==> config.mk <==
export PLATFORM = sky130hd
export DESIGN_NAME = fetch_stage_flat
export DESIGN_NICKNAME = d
export VERILOG_FILES = /design/src/rtl/fetch_stage_if.sv /design/src/rtl/fetch_stage.sv /design/src/flat_wrapper.sv
export SDC_FILE = /design/constraint.sdc
export NUM_CORES = 1
export LEC_CHECK = 0
export CORE_UTILIZATION = 39
export DETAILED_ROUTE_END_ITERATION = 12
export PLACE_DENSITY = 0.76
export SYNTH_ARGS = -nofsm -noshare
export SYNTH_HDL_FRONTEND = slang
export SYNTH_SLANG_ARGS = --single-unit
export TNS_END_PERCENT = 50
==> constraint.sdc <==
create_clock -name clk -period 4.9 [get_ports clk]
set_input_delay 0.735 -clock clk [delete_from_list [all_inputs] [get_ports clk]]
set_output_delay 0.735 -clock clk [all_outputs]
set_load 0.005 [all_outputs]
==> src/rtl/fetch_stage_if.sv <==
// Fetch-stage bus bundle: instruction-memory request/response channel,
// branch redirect, and the IF/ID slot handshake toward decode.
//   master : the fetch stage (drives imem_req/addr and the id_* slot)
//   slave  : the environment (memory, branch unit, decode)
interface fetch_stage_if;
  localparam int unsigned XLEN = 32;

  logic            imem_req_o;
  logic [XLEN-1:0] imem_addr_o;
  logic            imem_ready_i;
  logic            imem_rvalid_i;
  logic [XLEN-1:0] imem_rdata_i;
  logic            redirect_i;
  logic [XLEN-1:0] redirect_pc_i;
  logic            id_valid_o;
  logic [XLEN-1:0] id_pc_o;
  logic [XLEN-1:0] id_inst_o;
  logic            id_ready_i;

  modport master (
    output imem_req_o, imem_addr_o, id_valid_o, id_pc_o, id_inst_o,
    input  imem_ready_i, imem_rvalid_i, imem_rdata_i,
           redirect_i, redirect_pc_i, id_ready_i
  );

  modport slave (
    input  imem_req_o, imem_addr_o, id_valid_o, id_pc_o, id_inst_o,
    output imem_ready_i, imem_rvalid_i, imem_rdata_i,
           redirect_i, redirect_pc_i, id_ready_i
  );
endinterface

==> src/rtl/fetch_stage.sv <==
// RV32I instruction fetch stage with IF/ID pipeline register.
// Keeps the PC, issues one word fetch at a time over req/ready + rvalid,
// presents {pc, inst} to decode and absorbs decode back-pressure with a
// one-entry hold buffer. Redirects flush the slot and discard any response
// still in flight.
// Ports:
//   clk, rst_n          clock, asynchronous active-low reset
//   bus (master)        imem_* fetch channel, redirect_*, id_* slot
//   perf_fetched_o/perf_stall_o  event counters (FETCH_PERF_CNT_EN only)
// Optional feature macro: FETCH_PERF_CNT_EN
module fetch_stage #(
  parameter logic [31:0] RESET_PC = 32'h0000_0000,
  parameter logic [31:0] NOP_INST = 32'h0000_0013
) (
  input  logic            clk,
  input  logic            rst_n,
  fetch_stage_if.master   bus
`ifdef FETCH_PERF_CNT_EN
  ,
  output logic [31:0]     perf_fetched_o,
  output logic [31:0]     perf_stall_o
`endif
);
  localparam int unsigned XLEN = 32;

  typedef enum logic [1:0] {S_REQ, S_WAIT, S_HOLD, S_DROP} state_t;

  state_t          r_state;
  logic [XLEN-1:0] r_pc;
  logic            r_id_valid;
  logic [XLEN-1:0] r_id_pc;
  logic [XLEN-1:0] r_id_inst;
  logic [XLEN-1:0] r_hold_pc;
  logic [XLEN-1:0] r_hold_inst;

  logic            w_slot_free;
  logic            w_consume;
  logic [XLEN-1:0] w_redirect_pc;
  logic [XLEN-1:0] w_pc_inc;

  assign w_slot_free   = ~r_id_valid | bus.id_ready_i;
  assign w_consume     = r_id_valid & bus.id_ready_i;
  assign w_redirect_pc = bus.redirect_pc_i & ~XLEN'(3);
  assign w_pc_inc      = r_pc + XLEN'(4);

  // Request is suppressed in the redirect cycle so no fetch of the stale PC is launched.
  assign bus.imem_req_o  = (r_state == S_REQ) & ~bus.redirect_i;
  assign bus.imem_addr_o = r_pc;
  assign bus.id_valid_o  = r_id_valid;
  assign bus.id_pc_o     = r_id_pc;
  assign bus.id_inst_o   = r_id_inst;

  // Fetch FSM, PC, IF/ID slot and hold buffer.
  always_ff @(posedge clk or negedge rst_n) begin
    if (!rst_n) begin
      r_state     <= S_REQ;
      r_pc        <= RESET_PC;
      r_id_valid  <= 1'b0;
      r_id_pc     <= '0;
      r_id_inst   <= NOP_INST;
      r_hold_pc   <= '0;
      r_hold_inst <= NOP_INST;
    end else if (bus.redirect_i) begin
      r_pc        <= w_redirect_pc;
      r_id_valid  <= 1'b0;
      r_id_inst   <= NOP_INST;
      r_hold_pc   <= '0;
      r_hold_inst <= NOP_INST;
      // A response still owed by memory must be swallowed in S_DROP.
      case (r_state)
        S_WAIT, S_DROP: r_state <= bus.imem_rvalid_i ? S_REQ : S_DROP;
        default:        r_state <= S_REQ;
      endcase
    end else begin
      // Consumed slot empties unless a reload below overrides it.
      if (w_consume) begin
        r_id_valid <= 1'b0;
        r_id_inst  <= NOP_INST;
      end
      case (r_state)
        S_REQ: begin
          if (bus.imem_ready_i) r_state <= S_WAIT;
        end
        S_WAIT: begin
          if (bus.imem_rvalid_i) begin
            r_pc <= w_pc_inc;
            if (w_slot_free) begin
              r_id_valid <= 1'b1;
              r_id_pc    <= r_pc;
              r_id_inst  <= bus.imem_rdata_i;
              r_state    <= S_REQ;
            end else begin
              r_hold_pc   <= r_pc;
              r_hold_inst <= bus.imem_rdata_i;
              r_state     <= S_HOLD;
            end
          end
        end
        S_HOLD: begin
          if (w_slot_free) begin
            r_id_valid <= 1'b1;
            r_id_pc    <= r_hold_pc;
            r_id_inst  <= r_hold_inst;
            r_state    <= S_REQ;
          end
        end
        S_DROP: begin
          if (bus.imem_rvalid_i) r_state <= S_REQ;
        end
        default: r_state <= S_REQ;
      endcase
    end
  end

`ifdef FETCH_PERF_CNT_EN
  logic [31:0] r_perf_fetched;
  logic [31:0] r_perf_stall;

  // Handshake and back-pressure counters, free-running modulo 2^32.
  always_ff @(posedge clk or negedge rst_n) begin
    if (!rst_n) begin
      r_perf_fetched <= '0;
      r_perf_stall   <= '0;
    end else begin
      if (r_id_valid & bus.id_ready_i)  r_perf_fetched <= r_perf_fetched + 32'd1;
      if (r_id_valid & ~bus.id_ready_i) r_perf_stall   <= r_perf_stall + 32'd1;
    end
  end

  assign perf_fetched_o = r_perf_fetched;
  assign perf_stall_o   = r_perf_stall;
`endif
endmodule

==> src/flat_wrapper.sv <==
// flat-port wrapper written by rule: the top's interface ports become plain ports
module fetch_stage_flat 
#(
  parameter logic [31:0] RESET_PC = 32'h0000_0000,
  parameter logic [31:0] NOP_INST = 32'h0000_0013
)
  (clk, rst_n, bus_imem_req_o, bus_imem_addr_o, bus_id_valid_o, bus_id_pc_o, bus_id_inst_o, bus_imem_ready_i, bus_imem_rvalid_i, bus_imem_rdata_i, bus_redirect_i, bus_redirect_pc_i, bus_id_ready_i);
  fetch_stage_if bus_i ();
  input  logic clk;
  input  logic rst_n;
  output wire logic [$bits(bus_i.imem_req_o)-1:0] bus_imem_req_o;
  output wire logic [$bits(bus_i.imem_addr_o)-1:0] bus_imem_addr_o;
  output wire logic [$bits(bus_i.id_valid_o)-1:0] bus_id_valid_o;
  output wire logic [$bits(bus_i.id_pc_o)-1:0] bus_id_pc_o;
  output wire logic [$bits(bus_i.id_inst_o)-1:0] bus_id_inst_o;
  input wire logic [$bits(bus_i.imem_ready_i)-1:0] bus_imem_ready_i;
  input wire logic [$bits(bus_i.imem_rvalid_i)-1:0] bus_imem_rvalid_i;
  input wire logic [$bits(bus_i.imem_rdata_i)-1:0] bus_imem_rdata_i;
  input wire logic [$bits(bus_i.redirect_i)-1:0] bus_redirect_i;
  input wire logic [$bits(bus_i.redirect_pc_i)-1:0] bus_redirect_pc_i;
  input wire logic [$bits(bus_i.id_ready_i)-1:0] bus_id_ready_i;
  assign bus_imem_req_o = bus_i.imem_req_o;
  assign bus_imem_addr_o = bus_i.imem_addr_o;
  assign bus_id_valid_o = bus_i.id_valid_o;
  assign bus_id_pc_o = bus_i.id_pc_o;
  assign bus_id_inst_o = bus_i.id_inst_o;
  assign bus_i.imem_ready_i = bus_imem_ready_i;
  assign bus_i.imem_rvalid_i = bus_imem_rvalid_i;
  assign bus_i.imem_rdata_i = bus_imem_rdata_i;
  assign bus_i.redirect_i = bus_redirect_i;
  assign bus_i.redirect_pc_i = bus_redirect_pc_i;
  assign bus_i.id_ready_i = bus_id_ready_i;
  fetch_stage #(.RESET_PC(RESET_PC), .NOP_INST(NOP_INST)) u_core (.clk(clk), .rst_n(rst_n), .bus(bus_i));
endmodule
==> metrics.yaml, run 1 <==
outcome:
  status: "finished, final reports clean"
clocking:
  cts.sinks: 159
  cts_tree: "done"
  post_cts_resized: 0
  htreeDepth: 4
  cts_root_buf: "clkbuf_16"
  clockBufferDepth: 2
  numCtsBuffers: 17
  holdBufCountCts: 0
  postCtsSetupRepairBufs: 0
  path_clk_slew_ns: 0.07
  insertion_delay_ns: 0.43
finish:
  fillCellCount: 1817
  fin_nets: 1082
  antennaDiodeCount: 0
  mostFrequentLayoutCell: "nand2_1"
  stdcell_count: 1288
  final_layout_size_suffix_gt1_share_pct: 7.37
  mostFrequentLayoutCells: "nand2_1, clkdlybuf4s50_1, dfrtp_1"
  area_growth_pct: 29.4
global_routing:
  grt_pass1_wl_mm: 36.7
  overflow: 0
  grt_pass1_vias: 6812
  grt_use_total_pct: 21.5
  antenna_found_initial: 0
  grt_max_degree: 91
floorplan:
  coreArea_sq_um: 20400
  rows: 52
  pin_count: 168
  die_x_um: 147
  die_area_sq_um: 21500
  initial_core_util_pct: 40.1
  die_h_um: 147
power:
  ir_worst_vdd_mv: 0.241
  p_leak_uw: 0.00436
  seq_power_share_pct: 37.1
  power.density_nw_per_um2: 464
  p_int_uw: 3160
  p_sw_share_pct: 35.7
  p_clk_share_pct: 27.8
  p_comb_share_pct: 35.1
  switchingPower_uw: 1750
synth:
  synth_warnings: 0
  avgSynthCellArea_sq_um: 9.22
  yosysSeqAreaShare_pct: 48.8
  synth_cell_types: 52
  ys_async_sr_fraction_pct: 100
  synth.ff_latch_count: 159
  synth_cells: 887
  ys_top_cells_by_area: "dfrtp_1, nand2_1, a22o_1"
  synth_top_cell_by_area: "dfrtp_1"
  syn_area_sq_um: 8170
  synth_enable_flop_cells: 0
  yosysTopAreaCellShare_pct: 46.8
  synth_top_flop_cell: "dfrtp_1"
sta:
  hold_viol: 0
  final.setup.tns_ns: 0
  setup_viol: 0
  fmax_mhz: 318
  fin_crit_sh_pct: 64.2
  drv_slew: 0
  maxSlewHeadroom_pct: 24.3
  worst_pin_slew_ns: 1.14
  fin_worst_skew_ns: 0.0129
  rsz0062_at_grt: "no"
  period_needed_ns: 3.15
worst_setup_path:
  worst-path-max-fanout: 20
  endpoint_kind: "flop"
  cp.required_ns: 5.23
  worstSetupStartpointType: "input pin"
  crit_type: "input pin to flop"
  worstPathArrival_ns: 3.48
routing:
  routed_wl_mm: 22.8
  drtPass1Iterations: 5
  routed_via_density: 5.55
  drcViolationCount: 0
  vias: 7147
  dr.first_iter.drc_count: 507
  wl_per_cell_um: 17.7
  antenna_left: 0
placement:
  dp.cells: 1256
  io_buffers: 163
  place_congestion: 0.810
  post-dp-hpwl_mm: 14.2
min_path:
  min_path_type: "input pin to asynchronous set/reset pin"
job:
  drv_cap: 0
per-layer routing:
| layer | up-vias | share of wire (%) | GRT usage (%) |
|---|---|---|---|
| met5 | - | 0 | 0 |
| met4 | 0 | 1.6 | 6.61 |
| met3 | 20 | 5.7 | 4.10 |
| met2 | 248 | 48 | 34.5 |
| met1 | 3485 | 44 | 29.5 |
| li1 | 3394 | - | - |
critical path: stages:
cell and delay (ns):
clkdlybuf4s50_1 1.05, buf_4 0.42, nand4_4 0.21, nor4_4 0.38, nand3_1 0.19, o31a_1 0.27
nor3_1 0.20
power groups by stage:
| stage | Combinational, uW | Sequential, uW | Clock [uW] |
|---|---|---|---|
| after floorplan | 935 | 1810 | 0 |
| after global placement | 1680 | 1840 | 0 |
| after detailed placement | 1730 | 1840 | 0 |
| after CTS | 1730 | 1820 | 1390 |
| after global routing | 1900 | 1860 | 1450 |
| final | 1720 | 1820 | 1360 |
synth_stat cells, drive strengths merged, types with 3 or more instances:
| cell type | count |
|---|---|
| dfstp | 6 |
| nand2b | 4 |
| xor2 | 14 |
| inv | 12 |
| nor4 | 7 |
| a211oi | 31 |
| buf | 30 |
| nand2 | 172 |
| a22oi | 29 |
| a22o | 49 |
| mux2i | 31 |
| nand3 | 48 |
| xnor2 | 11 |
| and2 | 5 |
| mux2 | 3 |
| nand3b | 3 |
| clkbuf | 48 |
| nor3 | 9 |
| o311ai | 3 |
| a21oi | 60 |
| nand4 | 10 |
| nor2 | 44 |
| o22a | 3 |
| dfrtp | 153 |
| ha | 7 |
| o21ai | 71 |
| and3 | 6 |
flip-flops by register name (all words and copies together) (netlist names):
register                count
u_core.bus.id_inst_o       32
u_core.r_hold_inst         32
u_core.bus.id_pc_o         31
u_core.r_hold_pc           31
u_core.bus.imem_addr_o     30
u_core.r_state              2
u_core.bus.id_valid_o       1
path summary, 6_finish.rpt:
path / end / depth (start not counted) / slack (ns) / from
max: u_core.bus.imem_addr_o[27] / 7 / 1.75 / bus_imem_rvalid_i
min: u_core.bus.id_inst_o[26] / 1 / 0.40 / rst_n
max reg2reg: u_core.bus.imem_addr_o[27] / 8 / 2.29 / u_core.r_state[1]
min reg2reg: u_core.r_hold_pc[29] / 2 / 0.48 / u_core.r_hold_pc[29]
max in group asynchronous: u_core.r_hold_inst[0] / 2 / 3.42 / rst_n
min in group clk: u_core.r_hold_pc[29] / 2 / 0.48 / u_core.r_hold_pc[29]
cell type report:
cell class / count / area (sq um) / share of cell area (%)
Sequential cell: 159 / 3990 / 37.7
Tap cell: 270 / 338 / 3.19
Inverter: 12 / 45.0 / 0.426
Clock buffer: 17 / 425 / 4.02
Multi-Input combinational cell: 639 / 3850 / 36.4
Timing Repair Buffer: 176 / 1740 / 16.4
Clock inverter: 15 / 190 / 1.80
through the flow:
step	cell area [sq um]	utilization [%]	hold WS, ns	power [uW]	setup WS [ns]
after floorplan	8180	-	0.439	2740	2.77
after global placement	9960	48.9	0.461	3520	1.38
after detailed placement	9960	48.9	0.466	3570	1.37
after CTS	10600	52.0	0.427	4940	1.81
after global routing	10600	52.0	0.462	5200	1.64
final	10600	52.0	0.405	4910	1.75
cells by family (layout without fill, tap and decap cells):
family | count (synthesis) | count (layout) | synth area share [%]
simple gates | 315 | 315 | 18.0
flops | 159 | 159 | 48.8
mux | 34 | 34 | 4.21
xor+xnor | 25 | 25 | 2.68
fa+ha+maj | 7 | 7 | 1.07
compound gates | 256 | 256 | 20.6
buf+inv | 90 | 220 | 4.64
other cells | 1 | 2 | 0.0459
No activity file was read; power rests on OpenSTA's default activity.
==> run 2: changes to the inputs <==
PLACE_DENSITY = 0.78   (was 0.76)
clock period = 2.6 ns   (was 4.9 ns; I/O delays follow)
==> run 2 against run 1 <==
Final cell count increased by 1.5%. Sequential power increased by 89%. Register-to-register slack got worse by 2.0 ns. Global-route usage decreased by 0.060 points. Combinational power increased by 95%. Clock skew decreased by 0.0021 ns. Wire length decreased by 0.90%. Power increased by 89%. Worst setup slack got worse by 1.5 ns. Via count increased by 1.5%. Sequential share of layout area decreased by 0.58 points. Critical endpoint is now bus_imem_req_o. Largest cell class unchanged. Largest power group unchanged.
==> metrics.yaml, run 2 (same netlist as run 1, synthesis figures left out) <==
outcome:
  status: "finished, final reports clean"
floorplan:
  rows: 52  # unchanged
  pin_count: 168  # unchanged
  coreArea_sq_um: 20400  # unchanged
  die_area_sq_um: 21500  # unchanged
  die_h_um: 147  # unchanged
  die_x_um: 147  # unchanged
  initial_core_util_pct: 40.1  # unchanged
worst_setup_path:
  slowest_delay_ns: 0.55  # -0.50 ns
  crit_type: "flop to output port"
  endpoint_kind: "output port"
  r2r_cells: 8  # unchanged
  crit_buf_inv: 2  # unchanged
  r2r_slack_ns: 0.30  # -1.99 ns
  crit_chain: "inv_1 -> ha_2 -> nor2b_1 -> clkdlybuf4s50_1"
  cp_num_cells: 4  # -3
  worstSetupStartpointType: "flop"
  cp_top_family: "buffers and inverters"
  cp.required_ns: 2.21  # -3.02 ns
  worstPathArrival_ns: 1.94  # -1.54 ns
  crit_path_top_delay_cell: "clkdlybuf4s50_1"
  worst-path-max-fanout: 5  # -75%
clocking:
  cts.sinks: 159  # unchanged
  htreeDepth: 4  # unchanged
  cts_tree: "done"
  insertion_delay_ns: 0.42  # about the same
  numCtsBuffers: 17  # unchanged
  clockBufferDepth: 2  # unchanged
  postCtsSetupRepairBufs: 0  # unchanged
  cts_root_buf: "clkbuf_16"
  path_clk_slew_ns: 0.07  # about the same
job:
  drv_cap: 0  # unchanged
sta:
  maxSlewHeadroom_pct: 58.8  # +34 points
  setup_viol: 0  # unchanged
  period_needed_ns: 2.33
  hold_viol: 0  # unchanged
  rsz0062_at_grt: "no"
  fin_worst_skew_ns: 0.0108  # -0.00209 ns
  fin_crit_sh_pct: 89.6
  setup_ws_ns: 0.270  # -1.48 ns
  fmax_mhz: 429
  drv_slew: 0  # unchanged
  final.setup.tns_ns: 0  # unchanged
  worst_pin_slew_ns: 0.619  # -0.517 ns
global_routing:
  antenna_found_initial: 0  # unchanged
  grt_max_degree: 63  # -31%
  grt_pass1_vias: 7143  # +4.9%
  grt_pass1_wl_mm: 36.9  # +0.56%
  grt_use_total_pct: 21.5  # -0.060 points
  overflow: 0  # unchanged
min_path:
  min_delay_path_depth: 3
  min_path_type: "input pin to flop"
placement:
  io_buffers: 163  # unchanged
  post-dp-hpwl_mm: 15.0  # +5.1%
  place_congestion: 0.814  # +0.43%
  placed_area_sq_um: 10100  # +1.8%
  post-place-ws_ns: 0.305  # -1.07 ns
routing:
  dr.first_iter.drc_count: 483  # -4.7%
  vias: 7253  # +1.5%
  drtPass1Iterations: 5  # unchanged
  routed_via_density: 5.55  # about the same
  wl_per_cell_um: 17.3  # -2.3%
  routed_wl_mm: 22.5  # -0.90%
  drcViolationCount: 0  # unchanged
  antenna_left: 0  # unchanged
finish:
  finish.utilization_pct: 52.8  # +0.80 points
  area_growth_pct: 31.4
  fin_nets: 1101  # +1.8%
  final_layout_size_suffix_gt1_share_pct: 9.06  # +1.7 points
  antennaDiodeCount: 0  # unchanged
  final_cell_area_sq_um: 10700  # +1.6%
  mostFrequentLayoutCell: "nand2_1"
  mostFrequentLayoutCells: "nand2_1, clkdlybuf4s50_1, dfrtp_1"
power:
  power.density_nw_per_um2: 862  # +86%
  ir_worst_vdd_mv: 0.574  # +140%
  p_leak_uw: 0.00445  # +2.1%
## run 2: changes by cell type in the layout (fill, tap and decap cells not counted), sizes merged
cell           before  now
bufinv              1    0
clkinvlp            0    2
buf                15   34
clkdlybuf4s50     161  160
dlygate4sd3         0    1
inv                20   21
clkinv              6    4
## run 2: metrics by stage
step / hold WS [ns] / total power [uW] / std cells
global route: 0.354 / 9800 / 1307
CTS: 0.340 / 9330 / 1307
floorplan: 0.0944 / 5170 / 888
finish: 0.345 / 9260 / 1307
global placement: 0.422 / 6740 / 1274
detailed placement: 0.425 / 6840 / 1274
## run 2: final timing paths
path,start,end
max in group asynchronous,rst_n,u_core.bus.id_inst_o[2]
worst max-delay path,u_core.r_state[0],bus_imem_req_o
worst min-delay path,bus_redirect_i,u_core.bus.imem_addr_o[12]
worst min register to register,u_core.r_hold_pc[29],u_core.r_hold_pc[29]
worst max register to register,u_core.r_state[1],u_core.bus.id_pc_o[5]
min in group asynchronous,rst_n,u_core.bus.id_pc_o[5]
## run 2: layout make-up
cell class | count | area (sq um)
Tap cell | 270 | 338
Sequential cell | 159 | 3990
Clock inverter | 15 | 164
Clock buffer | 17 | 425
Inverter | 12 | 45.0
Fill cell | 1813 | 9620
Timing Repair Buffer | 195 | 1930
Multi-Input combinational cell | 639 | 3850
## run 2: metal layers
metal | wire length (um) | up-vias | track usage (%)
met1 | 9750 | 3531 | 28.7
met2 | 10800 | 258 | 34.2
met5 | 0 | - | 0
met4 | 569 | 0 | 9.11
met3 | 1410 | 37 | 4.10
li1 | - | 3427 | -
## run 2: power by group
group	leakage, uW	switching [uW]	internal [uW]
combinational	0.00213	1680	1680
clock	0.000283	1170	1290
sequential	0.00203	460	2980
## run 2: worst register-to-register path: stages (launching register included)
cell and delay [ns]:
dfrtp_1 0.48, inv_1 0.14, ha_1 0.28, buf_4 0.30, nand2b_1 0.24, a211oi_4 0.31
buf_12 0.26, nor2_1 0.07, a21oi_1 0.13
## run 2: what timing repair did
| action | 4_1_cts | 5_1_grt |
|---|---|---|
| hold endpoints to repair | 59 | 0 |
| resized for setup | 0 | 0 |
| hold buffers | 1 | 0 |
